--- src/rtl/sap_pkg.sv ---
// Shared definitions for the program loader slice.
// Provides the RAM geometry, the controller opcodes the bench uses
// and the state encodings for the loader and its byte packer.
package sap_pkg;

    localparam int RAM_ADDR_WIDTH = 4;
    localparam int RAM_WORD_WIDTH = 16;

    localparam logic [7:0] OP_JMP = 8'd6;
    localparam logic [7:0] OP_JC  = 8'd7;
    localparam logic [7:0] OP_JZ  = 8'd8;

    typedef enum logic [2:0] {
        ST_IDLE,
        ST_RECV_HI,
        ST_RECV_LO,
        ST_SETUP,
        ST_PULSE,
        ST_HOLD,
        ST_DONE
    } loader_state_t;

    typedef enum logic [1:0] {
        PK_EMPTY,
        PK_HI,
        PK_LO
    } packer_state_t;

endpackage

--- src/rtl/loader_byte_packer.sv ---
// Byte-to-word packer for the program loader.
// Ports:
//   i_clock, i_reset  clock and synchronous active-high reset
//   i_valid, i_data   incoming byte stream
//   o_ready           a byte is accepted on any edge with i_valid && o_ready
//   o_word            assembled {high byte, low byte}
//   o_word_valid      high on the edge that accepts the low byte
//   i_word_taken      previous word consumed; arm for the next high byte
module loader_byte_packer
    import sap_pkg::*;
(
    input  logic                      i_clock,
    input  logic                      i_reset,
    input  logic                      i_valid,
    input  logic [7:0]                i_data,
    output logic                      o_ready,
    output logic [RAM_WORD_WIDTH-1:0] o_word,
    output logic                      o_word_valid,
    input  logic                      i_word_taken
);

    packer_state_t state_q, state_d;

    // Ready is decoded from the state register only, so it never
    // depends combinationally on i_valid.
    assign o_ready      = (state_q != PK_EMPTY);
    assign o_word_valid = (state_q == PK_LO) && i_valid;

    always_comb begin
        state_d = state_q;
        unique case (state_q)
            PK_EMPTY: if (i_word_taken) state_d = PK_HI;
            PK_HI:    if (i_valid)      state_d = PK_LO;
            PK_LO:    if (i_valid)      state_d = PK_EMPTY;
            default:                    state_d = PK_EMPTY;
        endcase
    end

    always_ff @(posedge i_clock) begin
        if (i_reset) begin
            state_q <= PK_EMPTY;
            o_word  <= '0;
        end else begin
            state_q <= state_d;
            if (i_valid && state_q == PK_HI) o_word[15:8] <= i_data;
            if (i_valid && state_q == PK_LO) o_word[7:0]  <= i_data;
        end
    end

endmodule

--- src/rtl/program_loader.sv ---
// Program loader: streams bytes into 16-bit words and writes them to
// sequential RAM addresses from 0, holding the CPU in reset meanwhile.
// Ports:
//   i_clock, i_reset        clock and synchronous active-high reset
//   i_debug                 trace request; no functional effect in RTL
//   i_start, i_length       begin a load of i_length words (1..DEPTH)
//   i_valid, i_data, o_ready  byte stream handshake
//   o_program_mode, o_program_address, o_program_data, o_write_enable
//                           RAM program-port drive
//   o_cpu_reset             holds pc/registers/controller in reset
//   o_busy, o_done, o_error status
module program_loader
    import sap_pkg::*;
#(
    parameter int ADDR_WIDTH = RAM_ADDR_WIDTH,
    parameter int WORD_WIDTH = RAM_WORD_WIDTH,
    parameter int WRITE_HOLD = 2
) (
    input  logic                  i_clock,
    input  logic                  i_reset,
    input  logic                  i_debug,
    input  logic                  i_start,
    input  logic [ADDR_WIDTH:0]   i_length,
    input  logic                  i_valid,
    input  logic [7:0]            i_data,
    output logic                  o_ready,
    output logic                  o_program_mode,
    output logic [ADDR_WIDTH-1:0] o_program_address,
    output logic [WORD_WIDTH-1:0] o_program_data,
    output logic                  o_write_enable,
    output logic                  o_cpu_reset,
    output logic                  o_busy,
    output logic                  o_done,
    output logic                  o_error
);

    localparam int          LEN_W     = ADDR_WIDTH + 1;
    localparam int unsigned DEPTH     = 2 ** ADDR_WIDTH;
    localparam logic [3:0]  HOLD_LAST = 4'(WRITE_HOLD - 1);

    loader_state_t state_q, state_d;

    logic [ADDR_WIDTH-1:0] addr_q;
    logic [LEN_W-1:0]      word_cnt_q;
    logic [LEN_W-1:0]      length_q;
    logic [3:0]            hold_cnt_q;
    logic                  error_q;

    logic start_ok;
    logic last_word;
    logic pk_ready;
    logic pk_word_valid;
    logic word_taken;

    // Word tracing is done by the bench; the input is kept for pin
    // compatibility only.
    logic unused_debug;
    assign unused_debug = i_debug;

    assign start_ok  = i_start && (i_length != '0) && (i_length <= LEN_W'(DEPTH));
    assign last_word = (word_cnt_q + LEN_W'(1)) == length_q;

    // The packer is armed when a load starts and again after each
    // non-final word, so it only accepts bytes while we are in RECV_*.
    assign word_taken = ((state_q == ST_IDLE) && start_ok) ||
                        ((state_q == ST_HOLD) && !last_word);

    loader_byte_packer u_packer (
        .i_clock      (i_clock),
        .i_reset      (i_reset),
        .i_valid      (i_valid),
        .i_data       (i_data),
        .o_ready      (pk_ready),
        .o_word       (o_program_data),
        .o_word_valid (pk_word_valid),
        .i_word_taken (word_taken)
    );

    always_comb begin
        state_d = state_q;
        unique case (state_q)
            ST_IDLE:    if (start_ok)            state_d = ST_RECV_HI;
            ST_RECV_HI: if (i_valid && pk_ready) state_d = ST_RECV_LO;
            ST_RECV_LO: if (pk_word_valid)       state_d = ST_SETUP;
            ST_SETUP:                            state_d = ST_PULSE;
            ST_PULSE:   if (hold_cnt_q == HOLD_LAST) state_d = ST_HOLD;
            ST_HOLD:    state_d = last_word ? ST_DONE : ST_RECV_HI;
            ST_DONE:                             state_d = ST_IDLE;
            default:                             state_d = ST_IDLE;
        endcase
    end

    assign o_ready           = pk_ready;
    assign o_busy            = (state_q != ST_IDLE) && (state_q != ST_DONE);
    assign o_cpu_reset       = o_busy;
    assign o_program_mode    = o_busy;
    assign o_write_enable    = (state_q == ST_PULSE);
    assign o_done            = (state_q == ST_DONE);
    assign o_error           = error_q;
    assign o_program_address = addr_q;

    always_ff @(posedge i_clock) begin
        if (i_reset) begin
            state_q    <= ST_IDLE;
            addr_q     <= '0;
            word_cnt_q <= '0;
            length_q   <= '0;
            hold_cnt_q <= '0;
            error_q    <= 1'b0;
        end else begin
            state_q <= state_d;
            error_q <= (state_q == ST_IDLE) && i_start && !start_ok;
            unique case (state_q)
                ST_IDLE: begin
                    if (start_ok) begin
                        length_q   <= i_length;
                        addr_q     <= '0;
                        word_cnt_q <= '0;
                    end
                end
                ST_SETUP: hold_cnt_q <= '0;
                ST_PULSE: hold_cnt_q <= hold_cnt_q + 4'd1;
                ST_HOLD: begin
                    word_cnt_q <= word_cnt_q + LEN_W'(1);
                    if (!last_word) addr_q <= addr_q + ADDR_WIDTH'(1);
                end
                default: ;
            endcase
        end
    end

endmodule

--- config.mk ---
export PLATFORM = sky130hd
export DESIGN_NAME = program_loader
export DESIGN_NICKNAME = d
export VERILOG_FILES = /design/src/rtl/sap_pkg.sv /design/src/rtl/loader_byte_packer.sv /design/src/rtl/program_loader.sv
export SDC_FILE = /design/constraint.sdc
export NUM_CORES = 1
export LEC_CHECK = 0
export BUFFER_PORTS_ARGS = -buffer_cell sky130_fd_sc_hd__buf_2
export CORE_ASPECT_RATIO = 0.5
export CORE_UTILIZATION = 53
export DETAILED_ROUTE_END_ITERATION = 8
export PLACE_DENSITY = 0.79
export SLEW_MARGIN = 15
export SYNTH_ARGS = -nofsm -noshare
export SYNTH_HDL_FRONTEND = slang
export SYNTH_SLANG_ARGS = --single-unit
--- constraint.sdc ---
create_clock -name i_clock -period 2.3 [get_ports i_clock]
set_input_delay 0.115 -clock i_clock [delete_from_list [all_inputs] [get_ports i_clock]]
set_output_delay 0.115 -clock i_clock [all_outputs]
set_load 0.01 [all_outputs]
After elaboration in Yosys (flattened, before gate mapping)
Cells that the tools add are included.
{"block": "op_classes", "add_sub_neg": 3, "n_mul": 0, "div_mod_pow": 0, "magnitude_cmp": 1, "n_eq_ne": 19, "shifts": 0, "mux": 16, "n_bitwise": 0, "reduce_logical": 25}
{"operator": "$pmux W3 S6", "count": 1}
{"operator": "$pmux W4 S2", "count": 2}
{"operator": "$mux W3", "count": 5}
{"operator": "$ne A2 B2 Y1 const B", "count": 6}
{"operator": "$logic_and A1 B1 Y1", "count": 10}
{"operator": "$pmux W5 S2", "count": 1}
{"operator": "$eq A3 B3 Y1 const B", "count": 3}
{"operator": "$add A4 B1 Y4 const B", "count": 2}
{"operator": "$mux W4", "count": 2}
{"operator": "$eq A3 B2 Y1 const B", "count": 2}
{"operator": "$mux W2", "count": 3}
{"operator": "$pmux W2 S3", "count": 1}
{"operator": "$reduce_and A3 Y1", "count": 2}
{"operator": "$reduce_bool A2 Y1", "count": 3}
{"operator": "$add A5 B1 Y5 const B", "count": 1}
{"operator": "$eq A5 B5 Y1", "count": 1}
{"operator": "$le A5 B5 Y1 const B", "count": 1}
{"operator": "$mux W5", "count": 1}
{"operator": "$reduce_bool A5 Y1", "count": 1}
{"operator": "$eq A4 B1 Y1 const B", "count": 1}
{"operator": "$ne A2 B1 Y1 const B", "count": 2}
{"operator": "$reduce_and A2 Y1", "count": 2}
{"operator": "$reduce_and A4 Y1", "count": 1}
{"operator": "$eq A3 B1 Y1 const B", "count": 1}
{"operator": "8 further kinds", "count": 9}
{"block": "totals", "regBits": 40, "latchBits": 0, "mem_bits_rw": 0, "mem_bits_ro": 0, "input_bits": 18, "out_inout_bits": 27, "wordCells": 73, "memories": 0}

Logic depth before layout (Yosys ltp)
Gate-level depths: netlist (run 1).
{"block": "logic_depth", "ltp_word": 7, "depth_mapped": 7, "mapped_depth_nobuf": 7}

Cells and area by module
From an unflattened synthesis (run 1), not the netlist that was laid out.
{"block": "hier_totals", "cells_unflattened": 228, "area_unflattened_um2": 2072.0}
{"module": "program_loader", "instances": 1, "cells_each": 158, "area_per_inst_um2": 1303.8, "seq_area_each_um2": 440.4}
{"module": "loader_byte_packer", "instances": 1, "cells_each": 70, "area_per_inst_um2": 768.2, "seq_area_each_um2": 360.3}

Worst setup path before layout (run 1)
No wires, ideal clock.
{"block": "synth_path", "path_type": "register -> register", "start": "reg word_cnt_q[0]", "end": "reg state_q[0]", "setup_ns": 0.120, "t_arrival_ns": 1.648, "t_required_ns": 2.180, "path_slack_ns": 0.533, "stages_incl_launch_ff": 7, "n_path_buf": 0, "synth_period_minus_slack_ns": 1.767, "path_cell_list": "dfxtp_1 > ha_1 > xor2_1 > a211oi_1 > o211a_1 > a21oi_1 > a211o_1"}
{"block": "synth_via", "elab_chain_len": 4}
{"element": "from (decl)", "line": "program_loader.sv:44", "source": "logic [LEN_W-1:0] word_cnt_q;"}
{"element": "from (signal assigned)", "line": "program_loader.sv:124", "source": "word_cnt_q <= word_cnt_q + LEN_W'(1);"}
{"element": "$add A5 B1 Y5", "line": "program_loader.sv:61", "source": "assign last_word = (word_cnt_q + LEN_W'(1)) == length_q;"}
{"element": "$eq A5 B5 Y1", "line": "program_loader.sv:61"}
{"element": "$mux W3", "line": "program_loader.sv:87", "source": "ST_HOLD: state_d = last_word ? ST_DONE : ST_RECV_HI;"}
{"element": "$pmux W3 S6", "line": "program_loader.sv:81", "source": "unique case (state_q)"}
{"element": "to (signal assigned)", "line": "program_loader.sv:111", "source": "state_q <= state_d;"}
{"element": "to (decl)", "line": "program_loader.sv:41", "source": "loader_state_t state_q, state_d;"}
Every way passes these cells.
A chain may end at the register's enable or synchronous reset.

Worst setup path in the final report (run 1)
{"block": "layout_path", "start": "reg word_cnt_q[0]", "end": "reg u_packer.state_q[0]"}
{"block": "layout_via", "elab_chain_len": 7}
{"element": "$add A5 B1 Y5", "line": "program_loader.sv:61"}
{"element": "$eq A5 B5 Y1", "line": "program_loader.sv:61"}
{"element": "$logic_not A1 Y1"}
{"element": "$logic_and A1 B1 Y1", "line": "program_loader.sv:66", "source": "((state_q == ST_HOLD) && !last_word);"}
{"element": "$logic_or A1 B1 Y1", "line": "program_loader.sv:65", "source": "assign word_taken = ((state_q == ST_IDLE) && start_ok) ||"}
{"element": "$ne A2 B1 Y1 (no source line)"}
{"element": "$reduce_and A3 Y1 (no source line)"}
{"element": "to (signal assigned)", "line": "loader_byte_packer.sv:44", "source": "state_q <= state_d;"}
{"element": "to (decl)", "line": "loader_byte_packer.sv:22", "source": "packer_state_t state_q, state_d;"}
Every way passes these cells.

==> run_results.csv, run 1 <==
group,metric,value,unit
drt,topRoutingLayerUsed,"met4",
clock_network,hold_buffers,0,
logic_synthesis,seq_area_frac_synth,41.78,%
logic_synthesis,syn_avg_cell_area,7.987,µm²
timing,fmax,496.6,MHz
logic_synthesis,synth_edf_count,0,
drt,vias_per_cell,5.529,
setup_path,worst-path-buf-inv,0,
placed_design,place_inst,320,
drt,dr.pass1.iters,6,
setup_path,cp_num_cells,6,
setup_path,r2r_start,"word_cnt_q[0]$_SDFFE_PP0P_",
floorplan,die_x,87.05,µm
setup_path,worstPathRequired,2470,ps
clock_network,cts.sinks,40,
placed_design,dpl.hpwl,3.151,mm
layout,post-route-util,64.42,%
setup_path,crit_type,"flip-flop to flip-flop",
timing,grt_setup_unrepaired,"no",
drt,antenna_left,0,
layout,num_antenna_cells,0,
timing,hold_viol_final,0,
floorplan,die_y,44.53,µm
layout,drive_gt1_share,21.01,%
placed_design,portBuffers,43,
timing,finalWorstSetupSlack,286.1,ps
timing,tns,0,ps
drt,wirelength_met1,2.152,mm
drt,wl_met3,229,µm
floorplan,pin_count,45,
floorplan,row_count,15,
drt,drtIter0Drc,110,
floorplan,initial_core_util,55.51,%
setup_path,cp-endpoint,"u_packer.state_q[0]$_SDFFE_PP0P_",
logic_synthesis,synth_ff_type,"dfxtp_1",
global_route,grt_max_degree,37,
logic_synthesis,synth.area.mux_share,2.611,%
logic_synthesis,synth_top_family_by_area,"simple AND/OR/NAND/NOR gates",
timing,max-slew-margin-rel,59.15,%
setup_path,cp-startpoint,"word_cnt_q[0]$_SDFFE_PP0P_",
floorplan,dieArea,0.003876,mm²
drt,finalWirelength,4.381,mm
clock_network,clockRootBuffer,"clkbuf_8",
logic_synthesis,synth_area,0.001917,mm²
setup_path,cp-end-kind,"flip-flop",
setup_path,start_kind,"flip-flop",
timing,maxSlewViolCount,0,
logic_synthesis,ys_ff_latch,40,
clock_network,postCtsSetupBuffers,0,
drt,via_count,1808,
power,power_density,738.1,mW/mm²
setup_path,reg2reg_slack,290,ps
clock_network,htree_levels,2,
global_route,grt_usage,24.69,%
setup_path,crit_family,"compound AO/OA/AOI/OAI gates",
timing,period_share,87.56,%
timing,skew,8.286,ps
logic_synthesis,syn_inst,240,
logic_synthesis,yosysWarnings,0,
layout,final_cells,327,
logic_synthesis,ys_types,40,
placed_design,dpl_worst_slack,324.1,ps
floorplan,fp.coreArea,0.003453,mm²
power,ir_drop,428.5,µV
run,max-cap-violations,0,
clock_network,cts_buffers,5,
clock_network,insertion_delay,290,ps
setup_path,r2r_cells,6,
placed_design,gp_congestion,0.8373,
clock_network,clkTransAtPathRegs,70,ps
logic_synthesis,yosys.area_share.simple,27.42,%
logic_synthesis,synth_xor_area_share,2.285,%
global_route,grt-ovfl-total,0,
setup_path,worstPathCellList,"ha_1, xor2_1, a211oi_1, o211a_1, a21oi_1, o311a_1",
layout,syn2layout_area_growth,16.06,%
setup_path,slowest_stage,"o311a_1",
layout,fill_cells,322,
logic_synthesis,synth_nets,262,
timing,tightest_slew,610.5,ps
global_route,first_global_vias,1626,
timing,setup_viol,0,
run_status,status,"finished clean",
logic_synthesis,synthAdderAreaFrac,2.611,%
clock_network,cts_buffer_depth,2,
layout,final_nets,298,
power,p_leak,0.9325,nW
timing,min_period,2014,ps
global_route,grt_pass1_wl,7.272,mm
drt,wl_met2,1.966,mm
clock_network,tritoncts,"yes",
setup_path,cpPeakStageDelay,360,ps
logic_synthesis,async_flop_share,0,%
logic_synthesis,synth-compound-area-share,18.02,%
drt,drc,0,
setup_path,critPathMaxFanout,5,
worst_hold_path,hold_path_class,"input pin to flip-flop",
setup_path,arrival,2190,ps
clock_network,cts-resized-gates,0,
global_route,antenna_found_initial,0,
drt,wl_per_cell,13.40,µm
setup_path,regToRegEndpoint,"u_packer.state_q[0]$_SDFFE_PP0P_",
[power breakdown]
group	switching [mW]	total (mW)	internal (mW)
clock	0.232	0.499	0.267
sequential	0.0541	0.787	0.733
combinational	0.210	0.357	0.147
[cell usage after synthesis (2+ instances only)]
master	number	area share [%]
xor2_1	3	1.4
nor3_1	4	1.0
buf_4	3	1.2
inv_1	5	0.98
a21oi_1	35	9.1
a31oi_1	3	0.98
mux2i_1	5	2.6
and2_1	3	0.98
or2_2	3	0.98
clkbuf_1	9	1.8
a211oi_1	3	1.2
dfxtp_1	40	42
nand2b_1	3	0.98
nand4_1	2	0.65
nand2_1	48	9.4
nor2b_1	5	1.6
buf_2	3	0.78
ha_1	4	2.6
xnor2_1	2	0.91
and3_1	3	0.98
nor3b_1	3	1.2
nor2_1	10	2.0
or3_1	4	1.3
nand3_1	15	3.9
o21ai_0	7	1.8
[logic make-up (layout without fill, tap and decap cells)]
family | after synthesis | in the layout
flops | 40 | 40
mux | 5 | 5
compound gates | 58 | 58
buf+inv | 21 | 57
xor+xnor | 5 | 5
fa+ha+maj | 4 | 4
simple gates | 107 | 107
[how the worst min path moves through the flow]
stage / startpoint / to / slack, ps / cells past startpoint
5_1_grt: i_data[6] / u_packer.o_word[6]$_SDFFE_PP0P_ / 80 / 3
6_report: i_data[6] / u_packer.o_word[14]$_SDFFE_PP0P_ / 80 / 3
3_5_place_dp: i_data[3] / u_packer.o_word[11]$_SDFFE_PP0P_ / 380 / 3
2_1_floorplan: i_length[0] / length_q[0]$_SDFFE_PP0P_ / 250 / 2
4_1_cts: i_data[6] / u_packer.o_word[14]$_SDFFE_PP0P_ / 70 / 3
3_3_place_gp: i_data[7] / u_packer.o_word[15]$_SDFFE_PP0P_ / 370 / 3
[through the flow]
stage | hold WS [ps] | total power, mW | area, µm²
final | 76.28 | 1.642 | 2225
after global routing | 83.40 | 1.725 | 2225
after CTS | 71.43 | 1.648 | 2225
after detailed placement | 377.9 | 1.155 | 2128
after global placement | 366.7 | 1.139 | 2128
after floorplan | 251.0 | 1.074 | 1917
[tightest hold or removal path: cells and delay by family]
kind | cells | cell delay (ps)
buf+inv | 1 | 100
simple gates | 1 | 50
compound gates | 1 | 50
[cells in the final DEF (no fill, tap or decap), types with 3 or more instances in the layout]
cell type | netlist | layout
clkbuf_8 | 0 | 7
o21ai_0 | 7 | 7
nand2b_1 | 3 | 3
a31oi_1 | 3 | 3
inv_1 | 5 | 5
and2_1 | 3 | 3
a211oi_1 | 3 | 3
nor2_1 | 10 | 10
or3_1 | 4 | 4
nand2_1 | 48 | 48
xor2_1 | 3 | 3
ha_1 | 4 | 4
nor2b_1 | 5 | 5
dfxtp_1 | 40 | 40
a21oi_1 | 35 | 35
or2_2 | 3 | 3
buf_2 | 3 | 43
nor3_1 | 4 | 4
and3_1 | 3 | 3
nand3_1 | 15 | 15
mux2i_1 | 5 | 5
nor3b_1 | 3 | 3
[routing by layer]
metal	GRT usage (%)	up-vias
li1	-	902
met1	31.95	860
met2	40.94	41
met3	7.649	5
met4	6.000	0
met5	0	-
[sequential cells by signal, indices dropped and copies added (netlist names)]
register	cells
state_q	3
hold_cnt_q	4
word_cnt_q	5
o_program_address	4
u_packer.state_q	2
length_q	5
o_error	1
u_packer.o_word	16
[area by class of cell]
cell class / instances / area (µm²) / area share [%]
multi-input combinational: 179 / 1015 / 45.61
tap: 51 / 63.81 / 2.868
clock buffer: 7 / 96.34 / 4.331
timing repair buffer: 45 / 230.2 / 10.35
sequential: 40 / 800.8 / 36.00
inverter: 5 / 18.77 / 0.8436
(Power assumes the default switching activity.)
==> inputs of run 2 (changes only) <==
--- a/config.mk
+++ b/config.mk
@@ -6,6 +6,7 @@
 export NUM_CORES = 1
 export LEC_CHECK = 0
 export BUFFER_PORTS_ARGS = -buffer_cell sky130_fd_sc_hd__buf_2
+export CAP_MARGIN = 20
 export CORE_ASPECT_RATIO = 0.5
 export CORE_UTILIZATION = 53
 export DETAILED_ROUTE_END_ITERATION = 8
==> constraint.sdc (replaced) <==
create_clock -name i_clock -period 2.02 [get_ports i_clock]
set_input_delay 0.101 -clock i_clock [delete_from_list [all_inputs] [get_ports i_clock]]
set_output_delay 0.101 -clock i_clock [all_outputs]
set_load 0.01 [all_outputs]
==> run 2 against run 1 <==
Net effect: register-to-register slack worse by 120 ps; cell count is 1.5% higher; critical path depth is 1 lower; worst hold slack worse by 25 ps; via count is 1.8% higher.
==> run_results.csv, run 2 (synthesis gave the netlist of run 1 again) <==
group,metric,value,unit
timing,tightest_slew,588.9,ps
power,ir_drop,522.7,µV
drt,drc,0,
clock_network,tritoncts,"yes",
power,p_total,1.876,mW
layout,final_common_cell,"nand2_1",
run_status,status,"finished clean",
power,p_leak,0.9506,nW
global_route,grt-ovfl-total,0,
clock_network,clockRootBuffer,"clkbuf_8",
timing,finalWorstSetupSlack,165.6,ps
global_route,antenna_found_initial,0,
layout,fill_cells,312,
global_route,grt_pass1_wl,7.038,mm
clock_network,cts.sinks,40,
placed_design,gp_congestion,0.8597,
floorplan,row_count,15,
clock_network,cts-resized-gates,0,
setup_path,cp-end-kind,"flip-flop",
timing,min_period,1854,ps
timing,setup_viol,0,
layout,num_antenna_cells,0,
drt,vias_per_cell,5.542,
power,seqPwrFrac,46.7,%
clock_network,hold_buffers,0,
worst_hold_path,hold_path_class,"input pin to flip-flop",
power,switchingPower,0.5853,mW
global_route,grt_max_degree,24,
layout,drive_gt1_share,23.13,%
layout,top_register,"u_packer.o_word",
clock_network,htree_levels,2,
drt,dr.pass1.iters,4,
global_route,grt_usage,24.08,%
timing,maxSlewViolCount,0,
timing,period_share,91.80,%
timing,tns,0,ps
drt,wl_per_cell,13.04,µm
placed_design,dpl_worst_slack,85.11,ps
drt,via_count,1840,
power,p_sw_share,31.19,%
layout,largest_reg_flops,16,
power,p_clk_share,29.7,%
global_route,first_global_vias,1539,
clock_network,cts_buffers,5,
setup_path,crit_type,"flip-flop to flip-flop",
floorplan,die_x,87.05,µm
timing,max-slew-margin-rel,60.59,%
drt,finalWirelength,4.330,mm
setup_path,arrival,2030,ps
timing,hold_viol_final,0,
floorplan,initial_core_util,55.51,%
layout,reg_top3,"u_packer.o_word: 16 flops, length_q: 5 flops, word_cnt_q: 5 flops",
timing,skew,9.712,ps
floorplan,dieArea,0.003876,mm²
floorplan,die_y,44.53,µm
placed_design,dpl.hpwl,3.188,mm
power,power_density,827.7,mW/mm²
setup_path,worstPathRequired,2200,ps
run,max-cap-violations,0,
clock_network,clkTransAtPathRegs,80,ps
floorplan,pin_count,45,
power,p_int,1.291,mW
clock_network,postCtsSetupBuffers,0,
power,p_comb_share,23.6,%
drt,antenna_left,0,
setup_path,start_kind,"flip-flop",
floorplan,fp.coreArea,0.003453,mm²
clock_network,insertion_delay,290,ps
layout,final_nets,302,
layout,mostFrequentLayoutCells,"nand2_1 (48), buf_2 (43), dfxtp_1 (40), a21oi_1 (34), nand3_1 (15)",
placed_design,portBuffers,43,
setup_path,critPathMaxFanout,6,
clock_network,cts_buffer_depth,2,
layout,syn2layout_area_growth,18.28,%
timing,fmax,539.2,MHz
drt,drtIter0Drc,107,
## run 2: cell types whose count changed in the layout (fill, tap and decap cells not counted), sizes merged
cell / before / now
buf: 45 / 49
clkbuf: 7 / 6
clkinvlp: 0 / 2
## run 2: per-stage QoR
stage / hold slack, ps / instance area, µm² / cells / util [%]
after floorplan: 237.0 / 1917 / 240 / -
after global placement: 352.1 / 2158 / 324 / 62.50
after detailed placement: 361.5 / 2158 / 324 / 62.50
after CTS: 45.83 / 2256 / 332 / 65.33
after global routing: 44.17 / 2267 / 332 / 65.65
final: 50.92 / 2267 / 332 / 65.65
## run 2: path summary, 6_finish.rpt
check	slack (ps)	from	to	depth (start not counted)
setup reg to reg	170	word_cnt_q[0]$_SDFFE_PP0P_	u_packer.state_q[0]$_SDFFE_PP0P_	5
hold / removal	50	i_data[6]	u_packer.o_word[14]$_SDFFE_PP0P_	3
hold reg to reg	460	u_packer.o_word[3]$_SDFFE_PP0P_	u_packer.o_word[3]$_SDFFE_PP0P_	2
setup / recovery	170	word_cnt_q[0]$_SDFFE_PP0P_	u_packer.state_q[0]$_SDFFE_PP0P_	5
## run 2: area by class of cell
type | count | area, µm² | share of cell area (%)
Timing Repair Buffer | 49 | 260.3 | 11.48
Tap cell | 51 | 63.81 | 2.815
Inverter | 5 | 18.77 | 0.8278
Multi-Input combinational cell | 179 | 1026 | 45.25
Sequential cell | 40 | 800.8 | 35.32
Clock inverter | 2 | 15.01 | 0.6623
Clock buffer | 6 | 82.58 | 3.642
## run 2: layer usage
metal	up-vias	routed length, µm	global-route usage [%]
li1	920	-	-
met1	855	2078	32.88
met2	54	1892	36.22
met3	11	278	6.903
met4	0	81	9.667
met5	-	0	0
## run 2: critical path, stage by stage, from the launching register on
cell,delay (ps)
dfxtp_1,410
ha_1,270
nor2b_1,90
o311ai_2,460
a21oi_2,190
o311a_1,320
## run 2: power groups by stage
stage	registers, mW	clock network, mW	logic [mW]
after detailed placement	0.892	0	0.435
final	0.877	0.557	0.442
after global placement	0.890	0	0.425
after global routing	0.883	0.613	0.491
after floorplan	0.881	0	0.342
after CTS	0.876	0.570	0.437
